==> config.mk <==
export PLATFORM = sky130hd
export DESIGN_NAME = stride_decoder
export DESIGN_NICKNAME = d
export VERILOG_FILES = /design/src/rtl/stride_decoder.sv
export SDC_FILE = /design/constraint.sdc
export NUM_CORES = 2
export LEC_CHECK = 0
export CAP_MARGIN = 0
export CORE_MARGIN = 2
export CORE_UTILIZATION = 41
export CTS_CLUSTER_SIZE = 20
export DETAILED_ROUTE_END_ITERATION = 10
export GPL_TIMING_DRIVEN = 0
export PLACE_DENSITY = 0.71
export SETUP_SLACK_MARGIN = 0.5
export SYNTH_ARGS = -nofsm -noshare
export SYNTH_HDL_FRONTEND = slang
export SYNTH_SLANG_ARGS = --single-unit
export TNS_END_PERCENT = 50
==> constraint.sdc <==
create_clock -name clk -period 6.6 [get_ports clk]
set_clock_uncertainty 0.2 [all_clocks]
set_input_delay 1.32 -clock clk [delete_from_list [all_inputs] [get_ports clk]]
set_output_delay 1.32 -clock clk [all_outputs]
set_load 0.005 [all_outputs]
==> src/rtl/stride_decoder.sv <==
// ---------------------------------------------------------------------------
// stride_decoder
//
// Purpose:
//   Receiver end of the stride-instruction interface. It accepts one
//   conv-stride instruction, which is one output pixel across all output
//   channels. For each output channel it walks ci x ky x kx and issues
//   paired feature/kernel read addresses to the MAC datapath. An optional
//   bias read follows each channel's taps, and each channel ends with one
//   writeback request. inst_done pulses once the whole instruction retires.
//
// Ports:
//   clk, rst_n                  clock, asynchronous active-low reset
//   inst_valid / decoder_ready  instruction handshake (fields below latched)
//   stride_*                    instruction fields (bases, dimensions, flags)
//   rd_valid / rd_ready         read-request handshake to the MAC datapath
//   rd_faddr, rd_kaddr          feature / kernel BRAM word addresses
//   rd_first, rd_last, rd_bias  per-request markers for the accumulator
//   wb_valid / wb_ready         writeback-request handshake
//   wb_addr, wb_relu            writeback address and ReLU enable
//   inst_done                   one-cycle pulse when the instruction retires
// ---------------------------------------------------------------------------
module stride_decoder #(
    parameter int FRAM_AW = 12,
    parameter int KRAM_AW = 12,
    parameter int DW      = 32
) (
    input  logic               clk,
    input  logic               rst_n,
    input  logic               inst_valid,
    output logic               decoder_ready,
    input  logic [FRAM_AW-1:0] stride_feature_baseaddr,
    input  logic [KRAM_AW-1:0] stride_kernel_baseaddr,
    input  logic [DW-1:0]      stride_feature_chin,
    input  logic [DW-1:0]      stride_feature_chout,
    input  logic [DW-1:0]      stride_feature_width,
    input  logic [DW-1:0]      stride_feature_height,
    input  logic [DW-1:0]      stride_kernel_sizeh,
    input  logic [DW-1:0]      stride_kernel_sizew,
    input  logic               stride_has_bias,
    input  logic               stride_has_relu,
    input  logic [FRAM_AW-1:0] stride_wb_baseaddr,
    input  logic [DW-1:0]      stride_wb_ch_offset,
    output logic               rd_valid,
    input  logic               rd_ready,
    output logic [FRAM_AW-1:0] rd_faddr,
    output logic [KRAM_AW-1:0] rd_kaddr,
    output logic               rd_first,
    output logic               rd_last,
    output logic               rd_bias,
    output logic               wb_valid,
    input  logic               wb_ready,
    output logic [FRAM_AW-1:0] wb_addr,
    output logic               wb_relu,
    output logic               inst_done
);

    localparam logic [2:0] S_IDLE  = 3'd0;
    localparam logic [2:0] S_SETUP = 3'd1;
    localparam logic [2:0] S_TAP   = 3'd2;
    localparam logic [2:0] S_BIAS  = 3'd3;
    localparam logic [2:0] S_WB    = 3'd4;
    localparam logic [2:0] S_DONE  = 3'd5;

    localparam logic [DW-1:0]      ONE_DW = {{(DW-1){1'b0}}, 1'b1};
    localparam logic [FRAM_AW-1:0] ONE_FA = {{(FRAM_AW-1){1'b0}}, 1'b1};
    localparam logic [KRAM_AW-1:0] ONE_KA = {{(KRAM_AW-1){1'b0}}, 1'b1};

    logic [2:0]         state;

    // Latched instruction fields. Address-domain quantities are kept at
    // address width because all address arithmetic wraps there anyway.
    logic [DW-1:0]      chin_q;
    logic [DW-1:0]      chout_q;
    logic [DW-1:0]      kh_q;
    logic [DW-1:0]      kw_q;
    logic [FRAM_AW-1:0] fbase_q;
    logic [FRAM_AW-1:0] width_q;
    logic [FRAM_AW-1:0] ch_flat_q;
    logic [KRAM_AW-1:0] kstride_q;
    logic [FRAM_AW-1:0] wb_off_q;
    logic               bias_q;
    logic               relu_q;

    // Loop counters, kx innermost.
    logic [DW-1:0]      co;
    logic [DW-1:0]      ci;
    logic [DW-1:0]      ky;
    logic [DW-1:0]      kx;

    // Incrementally maintained address bases.
    logic [FRAM_AW-1:0] f_ch;
    logic [FRAM_AW-1:0] f_row;
    logic [FRAM_AW-1:0] faddr;
    logic [KRAM_AW-1:0] k_ch;
    logic [KRAM_AW-1:0] kaddr;
    logic [FRAM_AW-1:0] wb_addr_q;

    logic               kx_last;
    logic               ky_last;
    logic               ci_last;
    logic               co_last;
    logic               tap_last;
    logic               rd_fire;
    logic               wb_fire;
    logic               degenerate;

    assign kx_last    = (kx == kw_q - ONE_DW);
    assign ky_last    = (ky == kh_q - ONE_DW);
    assign ci_last    = (ci == chin_q - ONE_DW);
    assign co_last    = (co == chout_q - ONE_DW);
    assign tap_last   = kx_last && ky_last && ci_last;
    assign degenerate = (chin_q == '0) || (chout_q == '0) ||
                        (kh_q == '0) || (kw_q == '0);

    assign rd_fire = rd_valid && rd_ready;
    assign wb_fire = wb_valid && wb_ready;

    // All request outputs come straight from registers and the state, so
    // they hold still for as long as the consumer stalls.
    assign decoder_ready = (state == S_IDLE);
    assign rd_valid      = (state == S_TAP) || (state == S_BIAS);
    assign rd_bias       = (state == S_BIAS);
    assign rd_first      = (state == S_TAP) && (ci == '0) && (ky == '0) && (kx == '0);
    assign rd_last       = ((state == S_TAP) && tap_last && !bias_q) || (state == S_BIAS);
    assign rd_faddr      = faddr;
    assign rd_kaddr      = kaddr;
    assign wb_valid      = (state == S_WB);
    assign wb_addr       = wb_addr_q;
    assign wb_relu       = (state == S_WB) && relu_q;
    assign inst_done     = (state == S_DONE);

    // Control FSM. The kernel offset (ci*kh+ky)*kw+kx is the linear tap
    // index, so kaddr simply counts up by one per read; after the last tap
    // it already points at the bias word, and the next channel starts one
    // kstride further on.
    always_ff @(posedge clk or negedge rst_n) begin
        if (!rst_n) begin
            state     <= S_IDLE;
            chin_q    <= '0;
            chout_q   <= '0;
            kh_q      <= '0;
            kw_q      <= '0;
            fbase_q   <= '0;
            width_q   <= '0;
            ch_flat_q <= '0;
            kstride_q <= '0;
            wb_off_q  <= '0;
            bias_q    <= 1'b0;
            relu_q    <= 1'b0;
            co        <= '0;
            ci        <= '0;
            ky        <= '0;
            kx        <= '0;
            f_ch      <= '0;
            f_row     <= '0;
            faddr     <= '0;
            k_ch      <= '0;
            kaddr     <= '0;
            wb_addr_q <= '0;
        end else begin
            case (state)
                S_IDLE: begin
                    if (inst_valid) begin
                        state     <= S_SETUP;
                        chin_q    <= stride_feature_chin;
                        chout_q   <= stride_feature_chout;
                        kh_q      <= stride_kernel_sizeh;
                        kw_q      <= stride_kernel_sizew;
                        fbase_q   <= stride_feature_baseaddr;
                        width_q   <= FRAM_AW'(stride_feature_width);
                        ch_flat_q <= FRAM_AW'(stride_feature_width * stride_feature_height);
                        kstride_q <= KRAM_AW'(stride_feature_chin * stride_kernel_sizeh *
                                              stride_kernel_sizew +
                                              {{(DW-1){1'b0}}, stride_has_bias});
                        wb_off_q  <= FRAM_AW'(stride_wb_ch_offset);
                        bias_q    <= stride_has_bias;
                        relu_q    <= stride_has_relu;
                        co        <= '0;
                        ci        <= '0;
                        ky        <= '0;
                        kx        <= '0;
                        f_ch      <= stride_feature_baseaddr;
                        f_row     <= stride_feature_baseaddr;
                        faddr     <= stride_feature_baseaddr;
                        k_ch      <= stride_kernel_baseaddr;
                        kaddr     <= stride_kernel_baseaddr;
                        wb_addr_q <= stride_wb_baseaddr;
                    end
                end
                S_SETUP: begin
                    state <= degenerate ? S_DONE : S_TAP;
                end
                S_TAP: begin
                    if (rd_fire) begin
                        kaddr <= kaddr + ONE_KA;
                        if (tap_last) begin
                            state <= bias_q ? S_BIAS : S_WB;
                        end else if (!kx_last) begin
                            kx    <= kx + ONE_DW;
                            faddr <= faddr + ONE_FA;
                        end else if (!ky_last) begin
                            kx    <= '0;
                            ky    <= ky + ONE_DW;
                            f_row <= f_row + width_q;
                            faddr <= f_row + width_q;
                        end else begin
                            kx    <= '0;
                            ky    <= '0;
                            ci    <= ci + ONE_DW;
                            f_ch  <= f_ch + ch_flat_q;
                            f_row <= f_ch + ch_flat_q;
                            faddr <= f_ch + ch_flat_q;
                        end
                    end
                end
                S_BIAS: begin
                    if (rd_fire) begin
                        state <= S_WB;
                    end
                end
                S_WB: begin
                    if (wb_fire) begin
                        if (co_last) begin
                            state <= S_DONE;
                        end else begin
                            state     <= S_TAP;
                            co        <= co + ONE_DW;
                            ci        <= '0;
                            ky        <= '0;
                            kx        <= '0;
                            f_ch      <= fbase_q;
                            f_row     <= fbase_q;
                            faddr     <= fbase_q;
                            k_ch      <= k_ch + kstride_q;
                            kaddr     <= k_ch + kstride_q;
                            wb_addr_q <= wb_addr_q + wb_off_q;
                        end
                    end
                end
                S_DONE: begin
                    state <= S_IDLE;
                end
                default: begin
                    state <= S_IDLE;
                end
            endcase
        end
    end

endmodule

==> metrics.txt <==
Crit Reg-Reg Startpoint chout_q[2]; DR WL/cell 20.6 microns; Reg2Reg Depth 14; multi-input logic area 20500 sq um; register clock-pin slew on the reported worst setup and hold paths 60 ps; slew margin rel. 0.372%; top post-synthesis cells by area dfrtp_1 (31%), nand2_1 (9.8%), fa_1 (7.6%); Net Sw Frac 46.4%; routed vias 29500; core area 75700 sq um; worst hold endpoint fbase_q[7]; clk_lat worst skew 620 ps; register area 9840 sq um; combinational share of power 68.0%; CTS Hold Bufs 0; FP Rows 101; Root Buffer clkbuf_16; critical path capture point type register; Fin Hold WS 278 ps; NetSw 10200 uW; pre-CTS setup slack -4030 ps; clk sinks 393; Pre-antenna DRT Iters 6; Cell Pwr Density 583 nW/um^2; Reg power frac 18.9%; Yosys cell types 86; dpl hpwl 81200 microns; setup ws final -2540 ps; CTS tree yes; reg2reg setup slack 710 ps; Startpoint Class input port; synthesized instance count 3800; Finished Cell Area 37800 sq um; Worst path slowest cell fa_1; Routed Wire Length 106000 microns; Synth Cell Area 31300 sq um; grt total ovfl 0; P&R area growth vs syn 20.9%; min cycle time layout 9140 ps; Die Y 280 microns; flops & latches, synth 393; Final #Nets 4674; # fillers 7031; H-tree levels 2; vias in the first global route 28500; status finished with violations; PortBufs 239; clock power share 13.1%; routability cong. 0.967; Total GRT Usage 26.7%; period utilization 138%; first-pass GRT wire length 164000 microns; Max IR drop VDD 1.20 mV; WP data arrival 9410 ps; share of flip-flops with an asynchronous set or reset 100%; Synth area leader dfrtp_1; Max Clk Rate 109 MHz; Initial Util 41.3%; Final Hold Viols 0; Worst path max stage delay 560 ps; largest net degree at the start of global routing 117; RSZ-0062 raised after global routing yes; hold path start fbase_q[7]; Mapped Avg Cell Area 8.23 sq um; DP Area 35100 sq um; MaxCap Viol Count 1; failing checks capacitance limit, setup timing; sequential area share after synthesis 31.4%; Critical Path RT 6880 ps; Max Transition Viols Final 0; synthesized net count 4348; Synth Flop Type dfrtp_1; crit-path most repeated cell fa_1; Die X 280 microns; initial drt markers 2515; area share of the largest cell type after synthesis 31.4%; vias per cell 5.73; hold depth 2; EDFF count, synth 0; Die Footprint 78500 sq um; CP Class input port to register; Slew @ Worst Pin 1490 ps; share of cells above drive strength 1 7.33%; P_int 11800 uW; Synthesis Warnings 0; DRT antenna net count 0; hold crit path type register to register; R2R Path End ci[15]; initial antenna violation count 8; LEAKAGE 0.0170 uW; DRC violations left 0; Final setup violation count 8; Critical Path Fanout Max 7; IO Count 311; maximum root-to-sink buffer count 3; TritonCTS buffer count 47
-- what timing repair did --
item / 4_1_cts / 5_1_grt
cloned: 0 / 0
pin swaps: 58 / 28
buffers inserted: 27 / 7
gates resized for setup: 174 / 65
endpoints found under the setup margin: 70 / 21
-- routing by layer --
metal / track usage (%) / share of wire, % / up-vias
li1: - / - / 13600
met1: 36.1 / 42 / 14400
met2: 42.2 / 45 / 1201
met3: 4.84 / 8.4 / 260
met4: 11.3 / 4.8 / 8
met5: 0 / 0.048 / -
-- area by class of cell --
class,count,area share [%]
Inverter,236,2.34
Multi-Input combinational cell,2977,54.3
Clock inverter,16,0.751
Timing Repair Buffer,277,7.24
Buffer,194,2.42
Tap cell,978,3.24
Clock buffer,66,3.70
Sequential cell,393,26.0
Antenna cell,5,0.0331
-- worst max-delay path: cells and delay by family --
family,cells,cell delay [ps]
xor gates and xnor gates,10,1690
AOI/OAI and AO/OA,1,90
buffers and inverters,8,490
adders and majority gates,13,5480
and+or+nand+nor,2,330
-- kinds of logic (layout without fill, tap and decap cells) --
| group | Yosys count | after routing | share of synthesized area, % |
|---|---|---|---|
| AO/OA/AOI/OAI | 552 | 552 | 11.2 |
| XOR/XNOR | 348 | 348 | 9.74 |
| adder cells (fa/ha/maj) | 281 | 281 | 14.1 |
| buffers and inverters | 430 | 789 | 5.30 |
| flip-flops | 393 | 393 | 31.4 |
| multiplexers | 31 | 31 | 1.02 |
| other | 0 | 5 | 0 |
| AND/OR/NAND/NOR | 1765 | 1765 | 27.2 |
-- cell usage after synthesis, drive strengths merged, types with 6 or more instances --
library cell,instances
or4,55
mux2,8
nand4,75
nor4,64
clkbuf,165
a22oi,18
o41ai,6
a211oi,16
and3,65
buf,29
nor4b,10
mux2i,23
a21o,23
o21ai,140
xor2,153
a21oi,154
o22a,6
nand3,108
nand2,819
o211ai,21
a22o,12
a21boi,7
nor2b,20
ha,163
dfrtp,393
o21a,9
a221o,8
inv,234
and4,23
nand2b,35
nand4b,8
or2,17
fa,118
nor2,227
and2,95
o31ai,22
a221oi,8
a31oi,27
o21bai,13
xnor2,195
nor3,59
o2111ai,10
o22ai,10
nand3b,13
or3,50
-- how the worst max path moves through the flow --
stage	start	to
after CTS	stride_kernel_sizeh[2]	kstride_q[11]
after floorplan	stride_kernel_sizeh[2]	kstride_q[11]
after detailed placement	stride_feature_chin[2]	kstride_q[11]
after global placement	rst_n	rd_kaddr[6]
final	stride_feature_chin[6]	kstride_q[11]
after global routing	stride_kernel_sizeh[4]	kstride_q[11]
-- placed cells by master, fill, tap and decap left out, drive strengths merged, types with 21 or more instances in the layout --
master / instances
dfrtp: 393
xnor2: 195
buf: 84
or3: 50
nand2: 819
a21oi: 154
a31oi: 27
ha: 163
clkbuf: 227
and4: 23
nand2b: 35
nor4: 64
a21o: 23
nor2: 227
o211ai: 21
or4: 55
xor2: 153
and3: 65
nand3: 108
and2: 95
clkdlybuf4s50: 220
mux2i: 23
fa: 118
inv: 236
nand4: 75
nor3: 59
o21ai: 140
o31ai: 22
-- registers in the layout (all words and copies together), names as in the netlist, 32 cells and up --
register,flops
ci,32
chout_q,32
kh_q,32
kw_q,32
co,32
chin_q,32
ky,32
kx,32
-- power by group through the flow --
stage | Sequential (uW) | Combinational (uW) | Clock, uW
6_report | 4160 | 15000 | 2890
2_1_floorplan | 3850 | 8750 | 0
4_1_cts | 4140 | 14000 | 2910
5_1_grt | 4260 | 16500 | 3010
3_3_place_gp | 4150 | 11800 | 0
3_5_place_dp | 4160 | 12000 | 0
-- through the flow --
stage	power [uW]	util, %	TNS [ps]	instances
2_1_floorplan	12600	-	-12040	3800
3_3_place_gp	15900	46.3	-5500410	5017
3_5_place_dp	16100	46.4	-23300	5021
4_1_cts	21100	49.6	-9570	5130
5_1_grt	23700	50.0	-10940	5139
6_report	22000	50.0	-9340	5142
Power figures use the tool's default switching activity.
